[config.mk]
export PLATFORM = sky130hd
export DESIGN_NAME = mux_rr_arbiter
export DESIGN_NICKNAME = d
export VERILOG_FILES = /design/src/rtl/mux_rr_arbiter.sv
export SDC_FILE = /design/constraint.sdc
export NUM_CORES = 1
export LEC_CHECK = 0
export ABC_AREA = 0
export ABC_CLOCK_PERIOD_IN_PS = 11000
export CAP_MARGIN = 30
export CORE_MARGIN = 2
export CORE_UTILIZATION = 60
export CTS_CLUSTER_DIAMETER = 50
export CTS_CLUSTER_SIZE = 40
export DETAILED_ROUTE_END_ITERATION = 16
export PLACE_DENSITY = 0.94
export SYNTH_ARGS = -nofsm -noshare
export SYNTH_HDL_FRONTEND = slang
export SYNTH_SLANG_ARGS = --single-unit
[constraint.sdc]
create_clock -name clk -period 11 [get_ports clk]
set_clock_uncertainty 0.2 [all_clocks]
set_input_delay 3.3 -clock clk [delete_from_list [all_inputs] [get_ports clk]]
set_output_delay 3.3 -clock clk [all_outputs]
set_load 0.01 [all_outputs]
[src/rtl/mux_rr_arbiter.sv]
// Round-robin arbiter sharing one 8:1 mux among 8 requesters.
// Grants are held until release, request drop, or hold timeout.
module mux_rr_arbiter #(
  parameter int NREQ     = 8,
  parameter int SELW     = 3,
  parameter int MAX_HOLD = 16,
  parameter int HOLD_W   = 8
) (
  input  logic            clk,
  input  logic            rst,
  input  logic [NREQ-1:0] req,
  input  logic            rel,
  output logic [NREQ-1:0] grant,
  output logic [SELW-1:0] sel,
  output logic            gnt_valid,
  output logic            timeout
);

  typedef enum logic {IDLE, GRANT} state_t;

  localparam logic [HOLD_W-1:0] HOLD_LAST =
    HOLD_W'(MAX_HOLD == 0 ? 0 : MAX_HOLD - 1);

  state_t            state_q, state_d;
  logic [NREQ-1:0]   grant_d;
  logic [SELW-1:0]   sel_d;
  logic              gv_d;
  logic              to_d;
  logic [SELW-1:0]   ptr_q, ptr_d;
  logic [HOLD_W-1:0] cnt_q, cnt_d;
  logic [SELW-1:0]   win;
  logic [SELW-1:0]   idx;
  logic              found;
  logic              rel_hit;
  logic              to_hit;

  always_ff @(posedge clk) begin
    if (rst) begin
      state_q   <= IDLE;
      grant     <= '0;
      sel       <= '0;
      gnt_valid <= 1'b0;
      timeout   <= 1'b0;
      ptr_q     <= '0;
      cnt_q     <= '0;
    end else begin
      state_q   <= state_d;
      grant     <= grant_d;
      sel       <= sel_d;
      gnt_valid <= gv_d;
      timeout   <= to_d;
      ptr_q     <= ptr_d;
      cnt_q     <= cnt_d;
    end
  end

  always_comb begin
    state_d = state_q;
    grant_d = grant;
    sel_d   = sel;
    gv_d    = gnt_valid;
    to_d    = 1'b0;
    ptr_d   = ptr_q;
    cnt_d   = cnt_q;
    win     = ptr_q;
    idx     = ptr_q;
    found   = 1'b0;
    rel_hit = 1'b0;
    to_hit  = 1'b0;

    // circular search starting at the priority pointer
    for (int i = 0; i < NREQ; i++) begin
      idx = ptr_q + SELW'(i);
      if (!found && req[idx]) begin
        found = 1'b1;
        win   = idx;
      end
    end

    unique case (state_q)
      IDLE: begin
        if (found) begin
          grant_d = NREQ'(1) << win;
          sel_d   = win;
          gv_d    = 1'b1;
          cnt_d   = '0;
          state_d = GRANT;
        end
      end
      GRANT: begin
        rel_hit = rel || !req[sel];
        to_hit  = (MAX_HOLD != 0) && (cnt_q == HOLD_LAST);
        if (rel_hit || to_hit) begin
          grant_d = '0;
          gv_d    = 1'b0;
          ptr_d   = sel + SELW'(1);
          cnt_d   = '0;
          state_d = IDLE;
          to_d    = to_hit && !rel_hit;
        end else begin
          cnt_d = cnt_q + HOLD_W'(1);
        end
      end
    endcase
  end

endmodule

# Yosys cells after proc, flatten, opt, wreduce, memory -nomap -nowiden
# Index checks and enable logic that the tools add are counted.
dict set report word_totals {
  reg_bits 25
  in_bits 11
  out_inout_bits 13
  wordCells 99
}
dict set report op_classes {
  addsub 9
  order_cmp 9
  eq_ne 3
  shift 1
  muxes 45
  bitwise_logic 2
  reduce_logical 23
}
# operator n
set ops {}
lappend ops {{3-bit by 4-bit less-than comparator with 1-bit output, second input constant} 9}
lappend ops {{8-bit two-way mux} 4}
lappend ops {{8-bit one-hot mux with 2 select lines} 2}
lappend ops {{1-bit binary-select mux with 3-bit select} 9}
lappend ops {{1-bit two-way mux} 21}
lappend ops {{3-bit two-way mux} 7}
lappend ops {{3-bit adder, second input constant} 4}
lappend ops {{1-bit zero test} 9}
lappend ops {{8-bit by 1-bit adder with 8-bit output, second input constant} 1}
lappend ops {{8-bit by 4-bit equality test with 1-bit output, second input constant} 1}
lappend ops {{1-bit logical AND} 8}
lappend ops {{1-bit by 3-bit left shift with 8-bit output, first input constant} 1}
lappend ops {{3-bit by 1-bit adder with 3-bit output, second input constant} 2}
lappend ops {{3-bit by 2-bit adder with 3-bit output, second input constant} 2}
lappend ops {{2-bit AND reduction} 3}
lappend ops {{1-bit one-hot mux with 2 select lines} 2}
lappend ops {{3-bit OR reduction} 1}
lappend ops {{1-bit logical OR} 2}
lappend ops {{2-bit by 1-bit inequality test with 1-bit output, second input constant} 1}
lappend ops {{2-bit inequality test, second input constant} 1}
lappend ops {{1-bit inverter} 2}

# Logic depth before layout (Yosys ltp)
dict set report logic_depth {
  ltp_word 27
  mapped_depth 11
  mapped_depth_nobuf 9
}

# Worst setup path after synthesis
# Ideal clock, no wire load.
dict set report synth_timing {
  kind {input to register}
  startpoint {input port req[4]}
  endpoint {register grant[4]}
  setup_time_ns 0.101
  arrival_time_ns 5.267
  required_time_ns 10.699
  slack_ns 5.432
  stages 7
  path_buffers 0
  cell_sequence {mux2_4 mux4_2 o32ai_4 a32oi_1 o2bb2ai_1 o21a_2 o41ai_1}
}
dict set report synth_between {
  elab_chain_cells 27
  elab_cells_between_ends 56
  cone_classes {eq/ne: 2; shift: 1; mux: 35; reduce/logical: 18}
}
# element line_no
set synth_rtl {}
lappend synth_rtl {{start: declaration} 11} ;# input logic [NREQ-1:0] req,
lappend synth_rtl {{1-bit binary-select mux with 3-bit select} 74} ;# if (!found && req[idx]) begin
lappend synth_rtl {{1-bit two-way mux (implied by the code)} 74}
lappend synth_rtl {{1-bit two-way mux} 74}
lappend synth_rtl {{1-bit zero test} 74}
lappend synth_rtl {{1-bit logical AND} 74}
lappend synth_rtl {{1-bit two-way mux} 74}
lappend synth_rtl {{1-bit zero test} 74}
lappend synth_rtl {{1-bit logical AND} 74}
lappend synth_rtl {{[11 not listed]} --}
lappend synth_rtl {{1-bit logical AND} 74}
lappend synth_rtl {{1-bit two-way mux} 74}
lappend synth_rtl {{1-bit zero test} 74}
lappend synth_rtl {{1-bit logical AND} 74}
lappend synth_rtl {{3-bit two-way mux} 74}
lappend synth_rtl {{1-bit by 3-bit left shift with 8-bit output} 83} ;# grant_d = NREQ'(1) << win;
lappend synth_rtl {{8-bit two-way mux} 82} ;# if (found) begin
lappend synth_rtl {{8-bit one-hot mux with 2 select lines} 80} ;# unique case (state_q)
lappend synth_rtl {{end signal: assignment} 48} ;# grant <= grant_d;
lappend synth_rtl {{end: declaration} 13} ;# output logic [NREQ-1:0] grant,
# Parallel ways exist; a longest one is shown, timed or not. The select of a mux whose other input is x is not followed.
# A chain may end at the register's enable or synchronous reset.

# Final worst setup path
dict set report layout_timing {
  startpoint {input port req[6]}
  endpoint {register grant[1]}
}
# The elaborated chain is that of the path after synthesis.

==> impl_metrics.yaml <==
timing:
  tns_ps: 0
  setup_viol: 0
  slew_headroom_pct: 49.68
  drv_slew: 0
  period_needed_ps: 6147
  period_share_pct: 55.88
  worstMarginPinSlew_ps: 753.8
  rsz0062_at_grt: "no"
  hold_violations: 0
  fmax_ghz: 0.1627
clocking:
  ctsHoldBuffers: 0
  cts_root_buf: "clkbuf_4"
  ctsLongestPathBuffers: 2
  path_clk_slew_ps: 120
  cts_resized: 0
  htree_levels: 1
  post_cts.repair.setup_buffers: 0
  cts_sinks: 25
  cts_made_buffers: 3
  clk_latency_ps: 320
  cts_tree: "yes"
yosys:
  ys_seq_area_share_pct: 24.42
  dominantRegCellSynth: "dfxtp_1"
  syn-num-nets: 240
  syn_avg_cell_area_um2: 9.109
  netlist_top_cells_area: "dfxtp_1 24%, mux4_2 9.9%, mux4_1 6.4%"
  synth_top_area_share_pct: 24.42
  syn_area_mm2: 0.002049
  synth_seq_cells: 25
  async_flop_share_pct: 0
  ys_top_cells_by_count: "25 x dfxtp_1, 24 x nand2_1, 17 x a21oi_1, 15 x nor2_1, 14 x o21ai_0"
  yosysMostFrequentCell: "dfxtp_1"
  synth-edff-count: 0
  synth_area_leader_cell: "dfxtp_1"
  ys_warn_count: 0
  synth.distinct_cells: 49
  netlist_instances: 225
die:
  rows: 21
  die_w_um: 62.45
  fp.dieH_um: 62.45
  fp.dieArea_mm2: 0.003899
  core-area_mm2: 0.003311
  start_util_pct: 61.90
  num_io_pins: 24
setup_path:
  crit_path_end_kind: "flip-flop"
  reg2reg_slack_ps: 6550
  path_max_fanout: 8
  crit_type: "primary input to flip-flop"
  required_ps: 11030
  r2r_start: "ptr_q[0]$_SDFFE_PP0P_"
  critPathLaunchType: "primary input"
  arrival_ps: 6170
  critPathLaunch: "req[6]"
  r2r_cells: 9
final_layout:
  diodes: 0
  layout-drive-gt1-share_pct: 12.30
  fin_util_pct: 70.03
  fillers: 256
  area_delta_synth_final_pct: 13.13
  fin_nets: 260
route:
  drc: 0
  first_pass_iters: 4
  via_per_inst: 6.569
  initialDrtViolationCount: 137
  vias: 1905
  ant_nets: 0
  wl_um: 4665
  wire_per_inst_um: 16.09
grt:
  busiest_layer: "met2"
  grt_util_all_layers_pct: 25.38
  grtUsageMet1_pct: 34.97
  grt-ovfl-total: 0
  met3_usage_pct: 3.604
  grt_pass1_vias: 1779
  antenna_found_initial: 0
  grtUsageMet2_pct: 42.47
  grt_pass1_wl_um: 8162
  grt_max_degree: 21
power:
  vdd_drop_max_mv: 0.09889
  p_per_area_mw_per_mm2: 166.4
  total_leakage_power_uw: 0.0008415
  total_power_uw: 385.8
min_path:
  hold_class: "flip-flop to flip-flop"
  worst_hold_path.num_cells: 2
  min_from: "grant[7]$_SDFFE_PP0P_"
place:
  io_buffers: 23
  hpwl_um: 3503
  gp_congestion: 0.8651
status:
  outcome: "complete, no violations"
job:
  maxCapViolCount: 0
per-layer routing:
metal | vias up | routed length (µm)
li1 | 913 | -
met1 | 911 | 2027
met2 | 74 | 2303
met3 | 7 | 287
met4 | 0 | 46
met5 | - | 0
path summary, 6_finish.rpt:
check	to
min	grant[7]$_SDFFE_PP0P_
max reg2reg	grant[1]$_SDFFE_PP0P_
min reg2reg	grant[7]$_SDFFE_PP0P_
max	grant[1]$_SDFFE_PP0P_
cell families after synthesis:
logic type	share of synthesized area, %
buffers and inverters	3.480
AO/OA/AOI/OAI	21.80
AND/OR/NAND/NOR	20.15
XOR/XNOR	1.710
flip-flops	24.42
adder cells (fa/ha/maj)	2.442
multiplexers	26.01
stage by stage:
step	std cells	area [µm²]	hold WS, ps	setup slack (ps)
4_1_cts	290	2318	274.7	4876
5_1_grt	290	2318	301.1	4544
2_1_floorplan	225	2049	244.0	5432
3_3_place_gp	286	2292	239.7	4635
3_5_place_dp	286	2292	250.0	4536
6_report	290	2318	268.0	4853
sequential cells by signal (all words and copies together), names as in the netlist:
register and cells:
ptr_q 3, state_q 1, gnt_valid 1, timeout 1, grant 8, sel 3, cnt_q 8
layout by cell type (no fill, tap or decap), types with 3 or more instances in the layout:
cell,count
nor2b_1,4
or2_2,3
nand2_1,24
o21ai_0,14
nor2_1,15
nand2b_1,4
a22oi_1,3
nor4_1,3
mux4_1,5
o22ai_1,3
clkbuf_4,3
nand3_1,7
dfxtp_1,25
nor3b_1,5
nand3b_1,3
a21oi_1,17
o41ai_1,4
ha_1,4
o211ai_1,3
nor3_1,3
mux2i_1,9
inv_1,7
o31ai_1,4
or3_1,3
mux2_2,7
mux4_2,9
clkdlybuf4s50_1,23
and3_1,3
layout make-up:
type,instances,area (µm²),area share [%]
repair buffers,23,230.2,9.930
well taps,46,57.56,2.482
flip-flops and latches,25,500.5,21.59
inverters,7,26.28,1.133
clock buffers,4,26.28,1.133
multi-input cells,185,1478,63.73
report_power, final:
group / internal [µW] / total, µW / switching [µW]
clock: 14.2 / 39.8 / 25.6
combinational: 107 / 228 / 122
sequential: 101 / 118 / 16.4
total: 222 / 386 / 164
worst max-delay path: stages:
cell and delay, ps:
clkdlybuf4s50_1 530, mux2_4 310, mux4_1 620, nor4_1 440, nand3b_1 230, a21oi_1 540
nand2_1 130, o41ai_1 80
Note: power is estimated with default switching activity, not from simulation.
